$ cat src/rtl/alu_issue.sv
// -----------------------------------------------------------------------------
// alu_issue -- EX-stage issue unit (control side of the ALU interface).
//
// Accepts decoded operations from ID/EX over a valid/ready handshake, picks
// forwarded or register-file operands, registers them in stage A, drives the
// external combinational ALU from stage A, and captures result, branch
// decision and overflow into the stage B (EX/MEM) output register.
// Two-stage pipeline, one operation per cycle sustained.
//
// Ports:
//   CLK, nRST                 clock, synchronous active-low reset
//   in_valid / in_ready       upstream handshake
//   in_alucode                ALU operation (aluop_t)
//   in_rdat1, in_rdat2        register-file operands (rs, rt)
//   in_imm, in_alusrc         immediate and its select for operand 2
//   in_shift, in_shamt        shift form: oprnd1 = rt, oprnd2 = shamt
//   in_brtype                 00 none, 01 BEQ, 10 BNE, 11 reserved (none)
//   in_wsel, in_regwen        destination register and write enable
//   fwd1_*, fwd2_*            forwarding overrides for rs / rt
//   alu_oprnd1/2, alu_alucode to the ALU (zero while stage A is empty)
//   alu_rst, alu_*flg         from the ALU
//   out_valid / out_ready     downstream handshake
//   out_result, out_wsel, out_regwen, out_brtaken, out_ovf  stage B outputs
//
// Configuration macro: ALU_ISSUE_OVF_TRAP_EN -- when defined, an overflowing
// ADD/SUB clears out_regwen so the result is never written back.
// -----------------------------------------------------------------------------
package cpu_types_pkg;
    typedef enum logic [3:0] {
        ALU_SLL  = 4'd0,
        ALU_SRL  = 4'd1,
        ALU_ADD  = 4'd2,
        ALU_SUB  = 4'd3,
        ALU_AND  = 4'd4,
        ALU_OR   = 4'd5,
        ALU_XOR  = 4'd6,
        ALU_NOR  = 4'd7,
        ALU_SLT  = 4'd8,
        ALU_SLTU = 4'd9
    } aluop_t;

    typedef enum logic [1:0] {
        BR_NONE = 2'b00,
        BR_EQ   = 2'b01,
        BR_NE   = 2'b10,
        BR_RSVD = 2'b11
    } brtype_t;
endpackage

module alu_issue
    import cpu_types_pkg::*;
#(
    parameter int WORD_W = 32
) (
    input  logic              CLK,
    input  logic              nRST,
    input  logic              in_valid,
    output logic              in_ready,
    input  aluop_t            in_alucode,
    input  logic [WORD_W-1:0] in_rdat1,
    input  logic [WORD_W-1:0] in_rdat2,
    input  logic [WORD_W-1:0] in_imm,
    input  logic              in_alusrc,
    input  logic              in_shift,
    input  logic [4:0]        in_shamt,
    input  logic [1:0]        in_brtype,
    input  logic [4:0]        in_wsel,
    input  logic              in_regwen,
    input  logic              fwd1_hit,
    input  logic              fwd2_hit,
    input  logic [WORD_W-1:0] fwd1_dat,
    input  logic [WORD_W-1:0] fwd2_dat,
    output logic [WORD_W-1:0] alu_oprnd1,
    output logic [WORD_W-1:0] alu_oprnd2,
    output aluop_t            alu_alucode,
    input  logic [WORD_W-1:0] alu_rst,
    input  logic              alu_vldflg,
    input  logic              alu_cryflg,
    input  logic              alu_ngtflg,
    input  logic              alu_zroflg,
    output logic              out_valid,
    input  logic              out_ready,
    output logic [WORD_W-1:0] out_result,
    output logic [4:0]        out_wsel,
    output logic              out_regwen,
    output logic              out_brtaken,
    output logic              out_ovf
);

    // Stage A state
    logic              a_valid;
    logic [WORD_W-1:0] a_oprnd1;
    logic [WORD_W-1:0] a_oprnd2;
    aluop_t            a_alucode;
    brtype_t           a_brtype;
    logic [4:0]        a_wsel;
    logic              a_regwen;

    // Operand selection (only meaningful on the accepting edge)
    logic [WORD_W-1:0] rs_val;
    logic [WORD_W-1:0] rt_val;
    logic [WORD_W-1:0] sel_oprnd1;
    logic [WORD_W-1:0] sel_oprnd2;

    logic in_fire;
    logic b_accept;
    logic res_ovf;
    logic res_brtaken;
    logic res_regwen;

    // Carry and negative flags are not needed by the issue unit.
    logic unused_flags;
    assign unused_flags = alu_cryflg ^ alu_ngtflg;

    assign rs_val = fwd1_hit ? fwd1_dat : in_rdat1;
    assign rt_val = fwd2_hit ? fwd2_dat : in_rdat2;

    // The shift form takes priority over the immediate select.
    assign sel_oprnd1 = in_shift ? rt_val : rs_val;
    assign sel_oprnd2 = in_shift  ? {{(WORD_W-5){1'b0}}, in_shamt} :
                        in_alusrc ? in_imm : rt_val;

    // Stage B can take a new entry when empty or draining this cycle. in_ready
    // therefore depends combinationally on out_ready; the out_* outputs do not.
    assign b_accept = !out_valid || out_ready;
    assign in_ready = !a_valid || b_accept;
    assign in_fire  = in_valid && in_ready;

    // ALU inputs are quiet (zero, ALU_SLL = encoding 0) while stage A is empty.
    assign alu_oprnd1  = a_valid ? a_oprnd1 : '0;
    assign alu_oprnd2  = a_valid ? a_oprnd2 : '0;
    assign alu_alucode = a_valid ? a_alucode : ALU_SLL;

    // Overflow is only architecturally meaningful for ADD/SUB; the ALU flag is
    // masked for every other code.
    assign res_ovf = alu_vldflg && (a_alucode == ALU_ADD || a_alucode == ALU_SUB);

    // Branches rely on the decoder issuing SUB, so zero flag means equal.
    assign res_brtaken = ((a_brtype == BR_EQ) &&  alu_zroflg) ||
                         ((a_brtype == BR_NE) && !alu_zroflg);

`ifdef ALU_ISSUE_OVF_TRAP_EN
    assign res_regwen = a_regwen && !res_ovf;
`else
    assign res_regwen = a_regwen;
`endif

    // Stage A: loads on an upstream transfer, empties when drained into B.
    always_ff @(posedge CLK) begin
        // NOTE: sequential state uses non-blocking assignments so every
        // register samples pre-edge values regardless of block ordering.
        if (!nRST) begin
            a_valid   <= 1'b0;
            a_oprnd1  <= '0;
            a_oprnd2  <= '0;
            a_alucode <= ALU_SLL;
            a_brtype  <= BR_NONE;
            a_wsel    <= '0;
            a_regwen  <= 1'b0;
        end else if (in_fire) begin
            a_valid   <= 1'b1;
            a_oprnd1  <= sel_oprnd1;
            a_oprnd2  <= sel_oprnd2;
            a_alucode <= in_alucode;
            a_brtype  <= brtype_t'(in_brtype);
            a_wsel    <= in_wsel;
            a_regwen  <= in_regwen;
        end else if (b_accept) begin
            a_valid   <= 1'b0;
        end
    end

    // Stage B: captures the ALU result of stage A; frozen while stalled.
    always_ff @(posedge CLK) begin
        if (!nRST) begin
            out_valid   <= 1'b0;
            out_result  <= '0;
            out_wsel    <= '0;
            out_regwen  <= 1'b0;
            out_brtaken <= 1'b0;
            out_ovf     <= 1'b0;
        end else if (b_accept) begin
            out_valid <= a_valid;
            if (a_valid) begin
                out_result  <= alu_rst;
                out_wsel    <= a_wsel;
                out_regwen  <= res_regwen;
                out_brtaken <= res_brtaken;
                out_ovf     <= res_ovf;
            end
        end
    end

endmodule

$ cat config.mk
export PLATFORM = sky130hd
export DESIGN_NAME = alu_issue
export DESIGN_NICKNAME = d
export VERILOG_FILES = /design/src/rtl/alu_issue.sv
export SDC_FILE = /design/constraint.sdc
export NUM_CORES = 1
export LEC_CHECK = 0
export ABC_AREA = 1
export CAP_MARGIN = 25
export CORE_AREA = 4 4 123 136
export DETAILED_ROUTE_END_ITERATION = 16
export DIE_AREA = 0 0 127 140
export GPL_TIMING_DRIVEN = 0
export PLACE_DENSITY = 0.86
export SETUP_SLACK_MARGIN = 0.05
export SLEW_MARGIN = 5
export SYNTH_ARGS = -nofsm -noshare
export SYNTH_HDL_FRONTEND = slang
export SYNTH_SLANG_ARGS = --single-unit
export TNS_END_PERCENT = 30
$ cat constraint.sdc
create_clock -name CLK -period 2.65 [get_ports CLK]
set_input_delay 0.3975 -clock CLK [delete_from_list [all_inputs] [get_ports CLK]]
set_output_delay 0.3975 -clock CLK [all_outputs]
set_load 0.005 [all_outputs]
* Word-level counts from Yosys, hierarchy flattened
Index checks and enable logic that the tools add are counted.
** Word-level totals
- Memory bits (read-only) :: 0
- Output and inout port bits :: 110
- Bits in latches :: 0
- Bits in registers :: 118
- Memories :: 0
- Bits in writable memories :: 0
** Cells by class
- Reductions and logical operators :: 13
- Div/mod/pow operators :: 0
- Equal/unequal tests :: 4
- Add/subtract/negate cells :: 0
- Bitwise logic cells :: 0
- Order comparisons :: 0
- Shift operators :: 0
- Mux-type cells :: 10
- Multiply operators :: 0
** Operators with widths (number)
- $mux 32 :: 7
- $eq 4x2->1 const B :: 2
- $logic_and 1x1->1 :: 4
- $logic_or 1x1->1 :: 4
- $mux 4 :: 1
- $logic_not 1->1 :: 3
- $eq 2x1->1 const B :: 1
- $eq 2x2->1 const B :: 1
- $mux 1 :: 2
- $reduce_and 2->1 :: 1
- $reduce_bool 2->1 :: 1

* Longest topological paths before layout
- Depth after elaboration :: 5
- Depth in mapped cells :: 9
- Mapped depth without buffers :: 7

* Worst setup path before layout
OpenSTA, ideal clock, no wires.
- Path type :: register to output
- Start :: reg a_valid
- End :: out alu_alucode[0]
- Cell stages (with the launch flop) :: 6
- Arrival :: 0.894 ns
- Path slack :: 1.358 ns
- Buffers on the path :: 3
- Cells stage by stage :: dfxtp_1 -> buf_4 -> buf_2 -> buf_2 -> nand2_1 -> inv_1
** On the way
- Word-level cells in the longest chain between the ends :: 1
** RTL lines
- start: declaration :: line 91 : logic a_valid;
- start signal: assignment :: line 153 : a_valid <= 1'b0;
- start signal: assignment :: line 161 : a_valid <= 1'b1;
- start signal: assignment :: line 169 : a_valid <= 1'b0;
- $mux 4 :: line 132 : assign alu_alucode = a_valid ? a_alucode : ALU_SLL;
- end: declaration :: line 75 : output aluop_t alu_alucode,
No other way between the ends.

* Worst setup path after layout
- Start :: reg a_valid
- End :: out alu_oprnd1[20]
** On the way
- Word-level cells in the longest chain between the ends :: 1
** RTL lines
- $mux 32 :: line 130 : assign alu_oprnd1 = a_valid ? a_oprnd1 : '0;
- end: declaration :: line 73 : output logic [WORD_W-1:0] alu_oprnd1,
No other way between the ends.

==> metrics.md <==
| Metric | Value |
|---|---|
| Synthesis Warnings | `0` |
| Nets | `1684` |
| Share of layout cells above drive strength 1 | `approximately 5.2%` |
| Setup CP Type | `reg2out` |
| Seq/Total Area, Yosys | `35.5%` |
| Largest net degree at the start of global routing | `17` |
| Largest stage delay, worst path | `0.50 ns` |
| Clock buffer depth | `2` |
| Post-placement setup slack | `roughly 0.42 ns` |
| IO Pins | `approximately 330` |
| Num Clock Sinks | `118` |
| Starting Density | `between 40% and 50%` |
| Hold_buf cts | `0` |
| Vias in the first global route | `around 8000` |
| Total GRT Usage | `29.4%` |
| CTS H-tree lvls | `4` |
| Initial antenna violation count | `3` |
| Synth top area cells | `dfxtp_1, nand2_1, inv_1` |
| Routability cong. | `0.937` |
| Leading cell types in the layout, fill and taps excluded | `nand2_1, clkdlybuf4s50_1, inv_1, dfxtp_1, nor2_1` |
| Post-route cell area | `10700 µm²` |
| Crit path launch type | `flip-flop` |
| Worst r2r src | `a_valid` |
| DR iter-0 viols | `between 500 and 600` |
| Fin crit share | `93.7%` |
| Die ar. | `17800 µm²` |
| First-pass iteration count of the detailed router | `5` |
| Worst R2R Path Depth | `8` |
| Clk slew on worst S/H paths | `0.05 ns` |
| WP data arrival | `2.09 ns` |
| P per Cell Area | `505 nW/µm²` |
| Remaining global-route overflow | `0` |
| Status | `completed` |
| Minimum clock period | `about 2.5 ns` |
| Area Overhead vs Synth | `61.4%` |
| MaxCap Viol Count | `0` |
| Endpoint type of the worst setup path | `primary output` |
| CP Data Required Time | `2.25 ns` |
| HP Class | `in2reg` |
| Vias per std cell | `4.96` |
| Port Buffers | `approximately 320` |
| Final setup margin | `0.166 ns` |
| Slowest cell on the critical path | `clkdlybuf4s50_1` |
| Net Count, Synth | `about 1300` |
| TNS Setup | `0 ns` |
| Post CTS Setup Buffer Count | `0` |
| Total core area | `approximately 15000 µm²` |
| First-pass GRT wire length | `40700 µm` |
| Syn avg cell area | `roughly 5.9 µm²` |
| DRT antenna net count | `0` |
| Die X | `127 µm` |
| Worst-margin pin slew | `0.581 ns` |
| CTS resizes | `1` |
| Commonest non-fill, non-tap cell in the layout | `nand2_1` |
| Final slew viol count | `0` |
| Fmax achieved | `approximately 400 MHz` |
| Residual DRC | `0` |
| Largest fanout on the critical path | `10` |
| # fillers | `1333` |
| Worst slew margin | `between 60% and 70%` |
| Unrepaired setup endpoints after global routing | `true` |
| Die H | `140 µm` |
| Root buffer cell | `clkbuf_16` |
| Final setup viols | `0` |
| RR Endpoint | `a_oprnd1[11]` |
| #FFs+latches synth | `118` |
| Area leader, netlist | `dfxtp_1` |
| Area after DPL | `10100 µm²` |
| Reg2reg setup slack | `1.17 ns` |
| Vias | `8312` |
| Layout Skew | `0.00444 ns` |
| Wirelength per Cell | `16.1 µm` |
| Worst skew pair latency | `0.41 ns` |
| Worst setup path end | `alu_oprnd1[20]` |
| Top cell type's share of synthesized area | `35.5%` |
| Final Hold Vio Count | `0` |
| CTS Buf Count | `17` |
| DP Wirelength | `21200 µm` |
| CP Cell Sequence | `buf_4 > clkbuf_1 > nand2_1 > inv_1 > clkdlybuf4s50_1` |
| Leak Pwr | `5.45 nW` |
| CTS tree | `built` |
| Routed WL | `27000 µm` |
| Row cnt | `48` |
| Synthesized area | `6660 µm²` |
| Crit path from | `a_valid` |
| VDD IR max | `0.000419 V` |
| Post-Synthesis Cells | `1120` |
| Unique masters post-synth | `22` |
stage by stage:
step	hold WS (ns)	utilization [%]	total power, W	instances
after floorplan	0.442	-	0.00249	1120
after global placement	0.451	65.5	0.00311	1644
after detailed placement	0.455	65.5	0.00313	1644
after global routing	0.479	69.3	0.00567	1675
after CTS	0.447	69.3	0.00545	1675
final	0.460	69.3	0.00543	1676
cell usage after synthesis:
cell	count
buf_2	27
dfxtp_1	118
inv_2	2
clkbuf_1	30
inv_4	1
o21ai_0	52
and3_1	1
a21oi_1	65
nand3_1	91
buf_4	7
buf_6	2
or2_2	5
buf_1	4
nand2_1	336
nand3_4	2
nor2_1	110
nand3b_1	5
nor3_1	2
o211ai_1	32
nand4_1	1
nand2_4	1
inv_1	226
registers in the layout, summed over array words and instances (netlist names):
register / count
a_oprnd1: 32
a_oprnd2: 32
out_result: 32
a_wsel: 5
out_wsel: 5
a_alucode: 4
a_brtype: 2
a_regwen: 1
a_valid: 1
out_brtaken: 1
out_ovf: 1
out_regwen: 1
out_valid: 1
power breakdown:
part	total (W)	switching (W)	internal (W)
clock network	0.00232	0.000805	0.00151
logic	0.00115	0.000546	0.000605
registers	0.00196	0.0000609	0.00190
total	0.00543	0.00141	0.00402
area by class of cell:
class | instances | area (µm²) | area share (%)
clock inverter | 10 | 129 | 1.20
buffer | 70 | 342 | 3.18
timing repair buffer | 324 | 3240 | 30.2
tap | 200 | 250 | 2.33
inverter | 229 | 862 | 8.02
antenna | 1 | 2.50 | 0.0233
sequential | 118 | 2360 | 22.0
clock buffer | 21 | 460 | 4.29
multi-input combinational | 703 | 3090 | 28.8
how the worst min path moves through the flow:
stage,endpoint,depth (start not counted),slack [ns],startpoint
6_report,a_oprnd2[8],5,0.46,in_alusrc
5_1_grt,a_oprnd2[28],2,0.48,a_oprnd2[28]
4_1_cts,a_oprnd2[5],5,0.45,in_alusrc
3_5_place_dp,a_oprnd2[14],2,0.46,a_oprnd2[14]
3_3_place_gp,a_oprnd2[7],2,0.45,a_oprnd2[7]
2_1_floorplan,a_brtype[1],2,0.44,a_brtype[1]
routing by layer:
| layer | up-vias | track usage [%] | part of all wire, % |
|---|---|---|---|
| met1 | 3754 | 30.9 | 36 |
| met4 | 2 | 11.7 | 3.6 |
| met2 | 418 | 53.1 | 50 |
| li1 | 4071 | - | - |
| met3 | 67 | 10.4 | 10 |
| met5 | - | 0 | 0.070 |
kinds of logic after synthesis:
logic type | after synthesis | synth area share (%)
and+or+nand+nor | 554 | 34.1
buffers and inverters | 299 | 18.0
AOI/OAI and AO/OA | 149 | 12.4
DFF | 118 | 35.5
critical path: cells and delay by family (launching register included):
| family | cells | cell delay (ns) |
|---|---|---|
| buffers and inverters | 4 | 1.18 |
| flip-flops | 1 | 0.31 |
| AND/OR/NAND/NOR | 1 | 0.18 |
No activity file was read; power rests on OpenSTA's default activity.
